## src/rtl/mem_wb_skid_stage.sv

```systemverilog
// MEM/WB pipeline register with a 2-entry skid buffer; 1-cycle latency when empty.
// Backpressure: in_ready comes only from the skid flop, so out_ready never reaches in_ready combinationally.
module mem_wb_skid_stage #(
  parameter int CTRL_W = 3,
  parameter int DATA_W = 32,
  parameter int NDATA  = 2,
  parameter int REG_W  = 5
) (
  input  logic                    clk,
  input  logic                    reset,
  input  logic                    flush,
  input  logic                    in_valid,
  output logic                    in_ready,
  input  logic [CTRL_W-1:0]       in_ctrl,
  input  logic [NDATA*DATA_W-1:0] in_data,
  input  logic [REG_W-1:0]        in_reg,
  output logic                    out_valid,
  input  logic                    out_ready,
  output logic [CTRL_W-1:0]       out_ctrl,
  output logic [NDATA*DATA_W-1:0] out_data,
  output logic [REG_W-1:0]        out_reg,
  output logic [1:0]              occupancy
);

  logic                    mValid;
  logic [CTRL_W-1:0]       mCtrl;
  logic [NDATA*DATA_W-1:0] mData;
  logic [REG_W-1:0]        mReg;

  logic                    sValid;
  logic [CTRL_W-1:0]       sCtrl;
  logic [NDATA*DATA_W-1:0] sData;
  logic [REG_W-1:0]        sReg;

  logic accept;
  logic drain;

  assign accept = in_valid & in_ready;
  assign drain  = mValid & out_ready;

  assign in_ready  = ~sValid;
  assign out_valid = mValid;
  // Gate ctrl so a bubble can never carry RegWrite into WB.
  assign out_ctrl  = mValid ? mCtrl : '0;
  assign out_data  = mData;
  assign out_reg   = mReg;
  assign occupancy = {1'b0, mValid} + {1'b0, sValid};

  always_ff @(posedge clk or negedge reset) begin
    if (!reset) begin
      mValid <= 1'b0;
      mCtrl  <= '0;
      mData  <= '0;
      mReg   <= '0;
      sValid <= 1'b0;
      sCtrl  <= '0;
      sData  <= '0;
      sReg   <= '0;
    end else if (flush) begin
      mValid <= 1'b0;
      sValid <= 1'b0;
      mCtrl  <= '0;
      sCtrl  <= '0;
    end else if (!mValid || drain) begin
      // Skid holds the older entry, so it always wins; accept is impossible while skid is full.
      if (sValid) begin
        mValid <= 1'b1;
        mCtrl  <= sCtrl;
        mData  <= sData;
        mReg   <= sReg;
        sValid <= 1'b0;
        sCtrl  <= '0;
      end else if (accept) begin
        mValid <= 1'b1;
        mCtrl  <= in_ctrl;
        mData  <= in_data;
        mReg   <= in_reg;
      end else begin
        mValid <= 1'b0;
        mCtrl  <= '0;
      end
    end else if (accept) begin
      sValid <= 1'b1;
      sCtrl  <= in_ctrl;
      sData  <= in_data;
      sReg   <= in_reg;
    end
  end

endmodule

```

## config.mk

```make
export PLATFORM = sky130hd
export DESIGN_NAME = mem_wb_skid_stage
export DESIGN_NICKNAME = d
export VERILOG_FILES = /design/src/rtl/mem_wb_skid_stage.sv
export SDC_FILE = /design/constraint.sdc
export NUM_CORES = 1
export LEC_CHECK = 0
export ABC_CLOCK_PERIOD_IN_PS = 2770
export CORE_MARGIN = 2
export CORE_UTILIZATION = 48
export CTS_CLUSTER_DIAMETER = 40
export CTS_CLUSTER_SIZE = 12
export DETAILED_ROUTE_END_ITERATION = 10
export PLACE_DENSITY = 0.89
export SYNTH_ARGS = -nofsm -noshare
export SYNTH_HDL_FRONTEND = slang
export SYNTH_SLANG_ARGS = --single-unit
```

## constraint.sdc

```tcl
create_clock -name clk -period 2.77 [get_ports clk]
set_input_delay 0.4155 -clock clk [delete_from_list [all_inputs] [get_ports clk]]
set_output_delay 0.4155 -clock clk [all_outputs]
set_load 0.05 [all_outputs]
```

# [Word-level counts from Yosys, hierarchy flattened]
# Index checks and enable logic that the tools add are counted.
[totals] regBits=146 output_inout_bits=76 memories=0 elab_cells=43 mem_bits_rw=0 rom_bits=0 inputBits=77 latchBits=0
[classes] add_sub_neg=1 n_bitwise=5 div_mod_pow=0 mul=0 n_mux=20 n_eq_ne=1 n_reduce_logical=8 magnitude_cmp=0 shifts=0
[ops] op="64-bit 2-to-1 mux" count=2
[ops] op="3-bit 2-to-1 mux" count=9
[ops] op="5-bit 2-to-1 mux" count=2
[ops] op="1-bit 2-to-1 mux" count=7
[ops] op="3-bit AND reduction" count=2
[ops] op="2-bit nonzero test" count=2
[ops] op="3-bit != test (second input constant)" count=1
[ops] op="1-bit inverter" count=3
[ops] op="3-bit nonzero test" count=1
[ops] op="1-bit by 1-bit adder with 2-bit output" count=1
[ops] op="1-bit AND" count=2
[ops] op="2-bit AND reduction" count=1
[ops] op="1-bit zero test" count=1
[ops] op="1-bit logical OR" count=1

# [Longest topological paths before layout]
# Gate-level depths: netlist (run 1).
[depth] depth_word=6 depth_mapped=6 ltp_nobuf=3

# [Worst setup path before layout (run 1)]
# No wires, ideal clock.
[synth_path] path_kind="register -> register" from="reg mValid, in the netlist out_valid" to="reg sData[53]" stages_incl_launch_ff=6 required_ns=2.645 path_buffers=2 setup_slack_ns=0.993 setup_ns=0.125 synth_period_minus_slack_ns=1.777 t_arrival_ns=1.652 path_cell_list="dfrtp_1 -> and2b_4 -> nand3_2 -> buf_6 -> buf_6 -> mux2_4"
[synth_via] elab_chain_cells=4 word_cells_on_any_way=5 classes_between="bitwise: 2; reduce/logical: 3"
[synth_lines] element="from (decl)" line="25" text="logic mValid;"
[synth_lines] element="from (signal assigned)" line="51" text="mValid <= 1'b0;"
[synth_lines] element="from (signal assigned)" line="60" text="mValid <= 1'b0;"
[synth_lines] element="from (signal assigned)" line="67" text="mValid <= 1'b1;"
[synth_lines] element="1-bit AND or 1-bit zero test (tied branches)" line="39, 64"
[synth_lines] element="1-bit logical OR (*)" line="64" text="end else if (!mValid || drain) begin"
[synth_lines] element="1-bit inverter (no line) (*)"
[synth_lines] element="3-bit AND reduction (no line) (*)"
[synth_lines] element="to (signal assigned)" line="85" text="sData <= in_data;"
[synth_lines] element="to (decl)" line="32" text="logic [NDATA*DATA_W-1:0] sData;"
# Every way passes the cells marked *; elsewhere a longest branch is shown, timed or not.
# A chain may end at the register's enable or synchronous reset.

# [Final worst setup path (run 1)]
[layout_path] from="reg sValid" to="out in_ready"
[layout_via] elab_chain_cells=1
[layout_lines] element="from (decl)" line="30" text="logic sValid;"
[layout_lines] element="from (signal assigned)" line="55" text="sValid <= 1'b0;"
[layout_lines] element="from (signal assigned)" line="61" text="sValid <= 1'b0;"
[layout_lines] element="from (signal assigned)" line="71" text="sValid <= 1'b0;"
[layout_lines] element="1-bit inverter" line="41" text="assign in_ready = ~sValid;"
[layout_lines] element="to (decl)" line="13" text="output logic in_ready,"
# Every way passes these cells.

==> impl_metrics.env, run 1 <==
export IMPL_outcome="complete, no violations"
export IMPL_grt_pass1_wl_um=22300
export IMPL_worstPathArrival_ns=1.98
export IMPL_rsz0062_at_grt="no"
export IMPL_drive_above_1_share_pct=43.8
export IMPL_cpMaxStageDelayCell="clkdlybuf4s50_1"
export IMPL_hp_class="register to register"
export IMPL_clkPwrFrac_pct=32.0
export IMPL_ys_top_cells_by_area="dfrtp_1 (57%), mux2_2 (35%), mux2_4 (2.4%), buf_2 (1.0%), buf_4 (0.71%)"
export IMPL_yosys_area_share_adder_pct=0.196
export IMPL_place_area_um2=8070
export IMPL_path_buf_inv=2
export IMPL_tightestPinTransition_ns=0.564
export IMPL_htree_num_levels=4
export IMPL_whs_ns=0.499
export IMPL_ys_types=22
export IMPL_power_internal_mw=4.97
export IMPL_syn2layout_area_growth_pct=35.8
export IMPL_worstSkewPairLatency_ns=0.41
export IMPL_final_hold_violation_count=0
export IMPL_fp_dieW_um=119
export IMPL_synth_seq_area_share_pct=57.2
export IMPL_drt_iter0_drc=183
export IMPL_drc=0
export IMPL_syn_area_um2=6390
export IMPL_fmax_mhz=417
export IMPL_cts_setup_buffers=0
export IMPL_p_sw_share_pct=30.5
export IMPL_power_switching_mw=2.18
export IMPL_crit_path_end_kind="primary output"
export IMPL_drt_pass1_iter_count=4
export IMPL_final_area_um2=8670
export IMPL_startpoint_type="register"
export IMPL_vias=3872
export IMPL_synth_compound_area_share_pct=1.61
export IMPL_crit_family="buffers and inverters"
export IMPL_grt_pass1_vias=4295
export IMPL_crit_type="register to primary output"
export IMPL_power_density_nw_per_um2=824
export IMPL_crit_required_ns=2.35
export IMPL_synthCells=407
export IMPL_synth_top_area_cell="dfrtp_1"
export IMPL_tns_ns=0
export IMPL_floorplan_die_area_um2=14200
export IMPL_combPwrFrac_pct=27.7
export IMPL_portBuffers=152
export IMPL_finalMaxSlewViolations=0
export IMPL_wl_per_cell_um=18.2
export IMPL_clkSlewWorstSetupHoldPaths_ns=0.06
export IMPL_syn_nets=485
export IMPL_cp_max_fo=30
export IMPL_wl_um=13700
export IMPL_most_common_layout_cells="mux2_2 (197), clkdlybuf4s50_1 (149), dfrtp_1 (145), clkbuf_16 (17), mux2_4 (10)"
export IMPL_p_leak_nw=3.66
export IMPL_ant_nets=0
export IMPL_setup_violations_final=0
export IMPL_place_gp_congestion=0.734
export IMPL_min_period_ns=2.40
export IMPL_path_cells="inv_1 -> clkdlybuf4s50_1"
export IMPL_tritoncts="done"
export IMPL_dp_hpwl_um=9070
export IMPL_root_buffer="clkbuf_16"
export IMPL_synth_top_family_by_area="multiplexers"
export IMPL_setup_ws_ns=0.370
export IMPL_synth_xor_xnor_area_share_pct=0
export IMPL_fin_worst_skew_ns=0.00626
export IMPL_fp_coreArea_um2=13100
export IMPL_die_height_um=119
export IMPL_layout_commonest_cell="mux2_2"
export IMPL_muxShareOfSynthArea_pct=37.1
export IMPL_grt_overflow=0
export IMPL_slew_headroom_pct=62.3
export IMPL_clock_path_buffers=2
export IMPL_start_util_pct=48.6
export IMPL_fin_crit_sh_pct=86.6
export IMPL_ir_drop_mv=0.398
export IMPL_syn_avg_cell_area_um2=15.7
export IMPL_grt_use_total_pct=20.3
export IMPL_synthSimpleGateAreaFrac_pct=1.37
export IMPL_drt_vias_per_instance=5.15
export IMPL_maxCapViolations=0
export IMPL_antenna_found_initial=0
export IMPL_synth_warnings=0
export IMPL_num_rows=42
export IMPL_grt_max_degree=70
export IMPL_antennaDiodeCount=0
export IMPL_ios=153
export IMPL_cts_sinks=146
export IMPL_p_seq_share_pct=40.3
export IMPL_nNetsFinal=641
export IMPL_cts_buffers=17
export IMPL_ys_ff_latch=146
export IMPL_critPathMaxStageDelay_ns=0.80
export IMPL_place_ws_ns=0.465
export IMPL_yosysTopAreaCellShare_pct=57.2
## through the flow
step | total power, mW | utilization, % | std cells
4_1_cts | 7.22 | 66.0 | 752
5_1_grt | 7.46 | 66.0 | 752
3_3_place_gp | 4.81 | 61.4 | 719
6_report | 7.15 | 66.0 | 752
2_1_floorplan | 4.15 | - | 407
3_5_place_dp | 4.89 | 61.4 | 719
## power groups by stage
| stage | sequential, mW | combinational (mW) | clock, mW |
|---|---|---|---|
| after floorplan | 3.54 | 0.609 | 0 |
| after global placement | 2.87 | 1.94 | 0 |
| after detailed placement | 2.91 | 1.99 | 0 |
| after CTS | 2.88 | 2.00 | 2.33 |
| after global routing | 2.94 | 2.08 | 2.44 |
| final | 2.88 | 1.98 | 2.29 |
## worst paths after layout
path,from,endpoint,slack (ns),cells after the start
max,sValid,in_ready,0.37,2
min,sData[41],sData[41],0.50,1
max reg2reg,sValid,out_data[16],0.74,3
min reg2reg,sData[41],sData[41],0.50,1
max in group asynchronous,reset,out_data[62],1.43,3
min in group asynchronous,reset,sData[0],0.56,2
## cells in the mapped netlist
library cell  number
o21bai_4           1
dfrtp_1          146
a211oi_1           3
a21o_1             1
buf_2             13
and2b_4            1
mux2_2           197
o32ai_1            3
nor2_4             1
a22oi_1            3
nor2b_1            1
nand3_2            1
buf_6              3
nor2_1             5
and2_1             3
buf_4              6
mux2_4            10
clkbuf_1           1
ha_1               1
inv_1              4
o21ai_0            1
nand2b_1           2
## cells by family after synthesis
logic type,count (synthesis)
multiplexers,207
flip-flops,146
buffers and inverters,27
AND/OR/NAND/NOR,14
AO/OA/AOI/OAI,12
adder cells (fa/ha/maj),1
## cell type report
cell class | instances | area (um^2)
Tap cell | 176 | 220
Multi-Input combinational cell | 234 | 2580
Timing Repair Buffer | 160 | 1610
Sequential cell | 146 | 3660
Fill cell | 927 | 4470
Clock inverter | 11 | 135
Inverter | 4 | 15.0
Clock buffer | 21 | 460
## routing by layer
| metal | part of all wire, % | routed length, um | vias to the layer above | track usage, % |
|---|---|---|---|---|
| li1 | - | - | 1779 | - |
| met2 | 51 | 6970 | 106 | 34.6 |
| met4 | 1.3 | 179 | 0 | 6.40 |
| met1 | 42 | 5800 | 1970 | 25.1 |
| met3 | 5.2 | 704 | 17 | 5.70 |
| met5 | 0 | 0 | - | 0 |
## what timing repair did
item,4_1_cts,5_1_grt
hold buffers,1,0
setup endpoints to repair,0,0
hold endpoints to repair,54,0
resized for setup,0,0
No activity file was read; power rests on OpenSTA's default activity.
==> inputs of run 2 (changes only) <==
- CORE_UTILIZATION: 48 -> 30
- PLACE_DENSITY: 0.89 -> 0.64
==> run 2 against run 1 <==
Effect of this change: combinational power about the same; sequential power about the same; wire length increased by 4.4%; sequential share of layout area decreased by 0.94 points; first-iteration DRC count decreased by 42%; fmax increased by 4.0%; total power increased by 3.5%; worst hold slack improved by 0.0032 ns; critical path depth unchanged; non-clock buffer count increased by 2; count of clock-buffer cells in the layout decreased by 3; core utilization decreased by 24 points; critical path type unchanged; largest power group unchanged.
==> impl_metrics.env, run 2 (synthesis gave the netlist of run 1 again) <==
export IMPL_outcome="complete, no violations"
export IMPL_most_common_layout_cells="mux2_2 (197), clkdlybuf4s50_1 (149), dfrtp_1 (145), clkbuf_16 (17), mux2_4 (10)"
export IMPL_num_rows=53
export IMPL_vias=3878
export IMPL_ant_nets=0
export IMPL_drc=0
export IMPL_rsz0062_at_grt="no"
export IMPL_fin_cells=853
export IMPL_start_util_pct=30.5
export IMPL_reg2regPathDepth=4
export IMPL_cts_buffers=17
export IMPL_min_period_ns=2.31
export IMPL_die_height_um=150
export IMPL_crit_type="register to primary output"
export IMPL_root_buffer="clkbuf_16"
export IMPL_post_route_util_pct=42.3
export IMPL_ios=153
export IMPL_finalMaxSlewViolations=0
export IMPL_crit_path_end_kind="primary output"
export IMPL_htree_num_levels=4
export IMPL_hp_class="register to register"
export IMPL_startpoint_type="register"
export IMPL_place_gp_congestion=0.684
export IMPL_grt_max_degree=65
export IMPL_fin_crit_sh_pct=83.3
export IMPL_syn2layout_area_growth_pct=38.9
export IMPL_cpMaxStageDelayCell="clkdlybuf4s50_1"
export IMPL_power_density_nw_per_um2=834
export IMPL_clock_path_buffers=2
export IMPL_drt_pass1_iter_count=4
export IMPL_place_inst=820
export IMPL_worstPathArrival_ns=1.89
export IMPL_tightestPinTransition_ns=0.617
export IMPL_postCtsResizedCells=0
export IMPL_fmax_mhz=433
export IMPL_drt_iter0_drc=106
export IMPL_path_buf_inv=1
export IMPL_setup_ws_ns=0.462
export IMPL_dp_hpwl_um=9720
export IMPL_nNetsFinal=643
export IMPL_setup_violations_final=0
export IMPL_ir_drop_mv=0.423
export IMPL_place_ws_ns=0.462
export IMPL_drt_vias_per_instance=4.55
export IMPL_fin_worst_skew_ns=0.00713
export IMPL_layout_commonest_cell="mux2_2"
export IMPL_final_hold_violation_count=0
export IMPL_grt_overflow=0
export IMPL_rr_startpoint="out_valid"
export IMPL_p_leak_nw=3.68
export IMPL_cts_setup_buffers=0
export IMPL_grt_use_total_pct=13.4
export IMPL_grt_pass1_wl_um=23200
export IMPL_clkSlewWorstSetupHoldPaths_ns=0.06
export IMPL_wl_um=14300
export IMPL_cts_sinks=146
export IMPL_antenna_found_initial=0
export IMPL_portBuffers=152
export IMPL_tns_ns=0
export IMPL_crit_family="buffers and inverters"
export IMPL_tritoncts="done"
export IMPL_path_depth=2
export IMPL_maxCapViolations=0
export IMPL_crit_path_start="out_valid"
export IMPL_slew_headroom_pct=58.9
export IMPL_wl_per_cell_um=16.7
export IMPL_critPathMaxStageDelay_ns=0.87
export IMPL_fp_dieW_um=150
export IMPL_place_area_um2=8210
export IMPL_drive_above_1_share_pct=44.1
export IMPL_fp_coreArea_um2=21000
export IMPL_cp_max_fo=7
export IMPL_cp_endpoint="out_ctrl[2]"
export IMPL_worstReg2RegEnd="sData[0]"
export IMPL_final_area_um2=8870
export IMPL_path_cells="and2_1 -> clkdlybuf4s50_1"
export IMPL_floorplan_die_area_um2=22500
export IMPL_crit_required_ns=2.35
export IMPL_worstSkewPairLatency_ns=0.41
export IMPL_antennaDiodeCount=0
export IMPL_grt_pass1_vias=4418
export IMPL_rrSetupSlack_ns=1.01
run 2: cell count changes in the layout (fill, tap and decap cells not counted), moves of 2 or more:
cell / previous run / this run
clkbuf_8: 2 / 0
bufinv_16: 3 / 5
inv_6: 0 / 3
clkinv_2: 6 / 0
clkinv_4: 0 / 3
buf_4: 7 / 9
run 2: area by class of cell:
type                       count  area, um^2
clock buffer                  18         429
clock inverter                14         225
fill                        1940       12100
inverter                       4        15.0
multi-input combinational    234        2580
sequential                   146        3660
tap                          275         344
timing repair buffer         162        1620
run 2: worst reg2reg max path: stages (launching register included):
cell and delay (ns):
dfrtp_1 0.45, and2b_4 0.23, nand3_4 0.07, buf_4 0.47
mux2_2 0.43
run 2: where the power goes:
group / total, mW / internal [mW] / switching [mW]
sequential: 2.87 / 2.62 / 0.248
combinational: 1.98 / 0.894 / 1.08
clock: 2.55 / 1.61 / 0.937
total: 7.40 / 5.13 / 2.27
run 2: how the worst min path moves through the flow:
stage          slack, ns           end  depth (start not counted)    startpoint
2_1_floorplan       0.12      mCtrl[0]                          0         reset
3_3_place_gp        0.44     sData[18]                          1         reset
3_5_place_dp        0.46  out_data[18]                          1         reset
4_1_cts             0.51       sReg[2]                          1       sReg[2]
5_1_grt             0.52  out_data[63]                          1  out_data[63]
6_report            0.50     sData[42]                          1     sData[42]
run 2: through the flow:
step                power, mW  hold slack [ns]
floorplan                4.15            0.120
global placement         4.83            0.443
detailed placement       4.90            0.463
CTS                      7.51            0.505
global route             7.75            0.515
finish                   7.40            0.502
run 2: what timing repair did:
item,CTS,global route
hold buffers,1,0
endpoints found under the hold margin,8,0
setup endpoints to repair,0,0
run 2: metal layers:
metal	share of wire (%)	vias to the layer above	track usage, %
met2	51	93	22.6
met4	0.95	0	3.77
met1	43	1991	16.2
met5	0	-	0
li1	-	1783	-
met3	5.9	11	4.60
==> inputs of run 3 (changes only) <==
- ABC_CLOCK_PERIOD_IN_PS: 2770 -> 2200
- clock period: 2.77 -> 2.2 ns (I/O delays scaled with it)
==> run 3 against run 2 <==
Effect of this change: register-to-register slack got worse by 0.45 ns; worst setup slack got worse by 0.30 ns; design area increased by 1.0%; total power increased by 25%; critical path depth increased by 1; die area unchanged; clock power increased by 22%.
==> impl_metrics.env, run 3 (synthesis gave the netlist of run 1 again) <==
export IMPL_outcome="complete, no violations"
export IMPL_startpoint_type="register"
export IMPL_cts_setup_buffers=0
export IMPL_ir_drop_mv=0.540
export IMPL_grt_overflow=0
export IMPL_reg2regPathDepth=4
export IMPL_worstSkewPairLatency_ns=0.42
export IMPL_finalMaxSlewViolations=0
export IMPL_tightestPinTransition_ns=0.595
export IMPL_rsz0062_at_grt="no"
export IMPL_setup_violations_final=0
export IMPL_grt_pass1_vias=4281
export IMPL_portBuffers=152
export IMPL_htree_num_levels=4
export IMPL_num_rows=53
export IMPL_p_leak_nw=3.74
export IMPL_layout_commonest_cell="mux2_2"
export IMPL_p_sw_share_pct=30.5
export IMPL_cts_hold_buffers_added=1
export IMPL_fin_worst_skew_ns=0.00746
export IMPL_drc=0
export IMPL_cts_sinks=146
export IMPL_wl_per_cell_um=16.5
export IMPL_postCtsResizedCells=0
export IMPL_worstReg2RegEnd="out_data[28]"
export IMPL_cp_max_fo=36
export IMPL_clkPwrFrac_pct=33.7
export IMPL_worstPathArrival_ns=1.71
export IMPL_syn2layout_area_growth_pct=40.3
export IMPL_vias=3902
export IMPL_most_common_layout_cells="mux2_2 (197), dfrtp_1 (145), clkdlybuf4s50_1 (144), clkbuf_16 (17)"
export IMPL_dp_hpwl_um=9540
export IMPL_ant_nets=0
export IMPL_min_period_ns=2.04
export IMPL_nNetsFinal=646
export IMPL_power_density_nw_per_um2=1030
export IMPL_multi_input_area_um2=2580
export IMPL_fp_dieW_um=150
export IMPL_final_hold_violation_count=0
export IMPL_slew_headroom_pct=60.4
export IMPL_antennaDiodeCount=0
export IMPL_ios=153
export IMPL_wl_um=14100
export IMPL_ff_latch_area_um2=3660
export IMPL_fill_cells=1931
export IMPL_crit_path_end_kind="primary output"
export IMPL_fin_crit_sh_pct=92.8
export IMPL_maxCapViolations=0
export IMPL_crit_type="register to primary output"
export IMPL_hp_class="input pin to async pin"
export IMPL_combPwrFrac_pct=27.1
export IMPL_fp_coreArea_um2=21000
export IMPL_root_buffer="clkbuf_16"
export IMPL_place_area_um2=8320
export IMPL_rrSetupSlack_ns=0.56
export IMPL_grt_use_total_pct=13.1
export IMPL_grt_max_degree=61
export IMPL_antenna_found_initial=0
export IMPL_place_gp_congestion=0.692
export IMPL_grt_pass1_wl_um=22700
export IMPL_final_area_um2=8960
export IMPL_rr_startpoint="out_valid"
export IMPL_clock_path_buffers=2
export IMPL_die_height_um=150
export IMPL_start_util_pct=30.5
export IMPL_drive_above_1_share_pct=45.3
export IMPL_tritoncts="done"
export IMPL_floorplan_die_area_um2=22500
export IMPL_drt_iter0_drc=90
export IMPL_cts_buffers=17
export IMPL_p_seq_share_pct=39.2
export IMPL_tns_ns=0
export IMPL_drt_vias_per_instance=4.56
export IMPL_power_switching_mw=2.81
export IMPL_fmax_mhz=490
export IMPL_crit_required_ns=1.87
export IMPL_clkSlewWorstSetupHoldPaths_ns=0.06
export IMPL_drt_pass1_iter_count=4
export IMPL_power_internal_mw=6.41
export IMPL_whs_ns=0.461
[run 3: cell count changes in the layout (fill, tap and decap cells not counted)]
cell and change:
buf_12 +8, bufinv_16 -1, clkbuf_8 +2, clkdlybuf4s50_1 -5, clkinv_2 +2, clkinvlp_4 -1, inv_6 -2
[run 3: worst max path at each step]
| stage | from | cells after the start | slack, ns | end |
|---|---|---|---|---|
| after floorplan | out_valid | 5 | 0.42 | sData[53] |
| after global placement | out_ready | 5 | 0.21 | out_data[32] |
| after detailed placement | out_ready | 5 | 0.16 | out_data[28] |
| after CTS | sValid | 3 | 0.12 | occupancy[0] |
| after global routing | sValid | 3 | 0.08 | occupancy[0] |
| final | sValid | 3 | 0.16 | occupancy[0] |
[run 3: cell type report]
class,instances,area share [%]
Multi-Input combinational cell,234,28.8
Inverter,4,0.168
Clock inverter,12,2.01
Tap cell,275,3.84
Timing Repair Buffer,165,19.3
Sequential cell,146,40.8
Clock buffer,20,5.10
[run 3: per-layer routing]
layer  GRT usage, %  vias up  share of wire, %
li1               -     1793                 -
met1           16.7     2004                44
met2           21.1       91                48
met3           3.84       14               5.6
met4           5.05        0               1.7
met5              0        -                 0
[run 3: critical path, cell delays in order (launching register included)]
cell	delay, ns
dfrtp_4	0.58
buf_12	0.22
ha_1	0.33
buf_12	0.16
[run 3: per-stage QoR]
step / std cells / util [%] / setup WS, ns / power (mW)
final: 856 / 42.8 / 0.158 / 9.22
after global routing: 856 / 42.8 / 0.0823 / 9.68
after CTS: 856 / 42.8 / 0.118 / 9.37
after detailed placement: 823 / 39.7 / 0.162 / 6.19
after global placement: 823 / 39.7 / 0.209 / 6.10
after floorplan: 407 / - / 0.423 / 5.23
[run 3: power groups by stage]
stage                     clock network (mW)  registers, mW  logic (mW)
after floorplan                            0           4.46       0.767
after global placement                     0           3.62        2.48
after detailed placement                   0           3.66        2.53
after CTS                               3.22           3.61        2.54
after global routing                    3.34           3.70        2.63
final                                   3.10           3.61        2.50
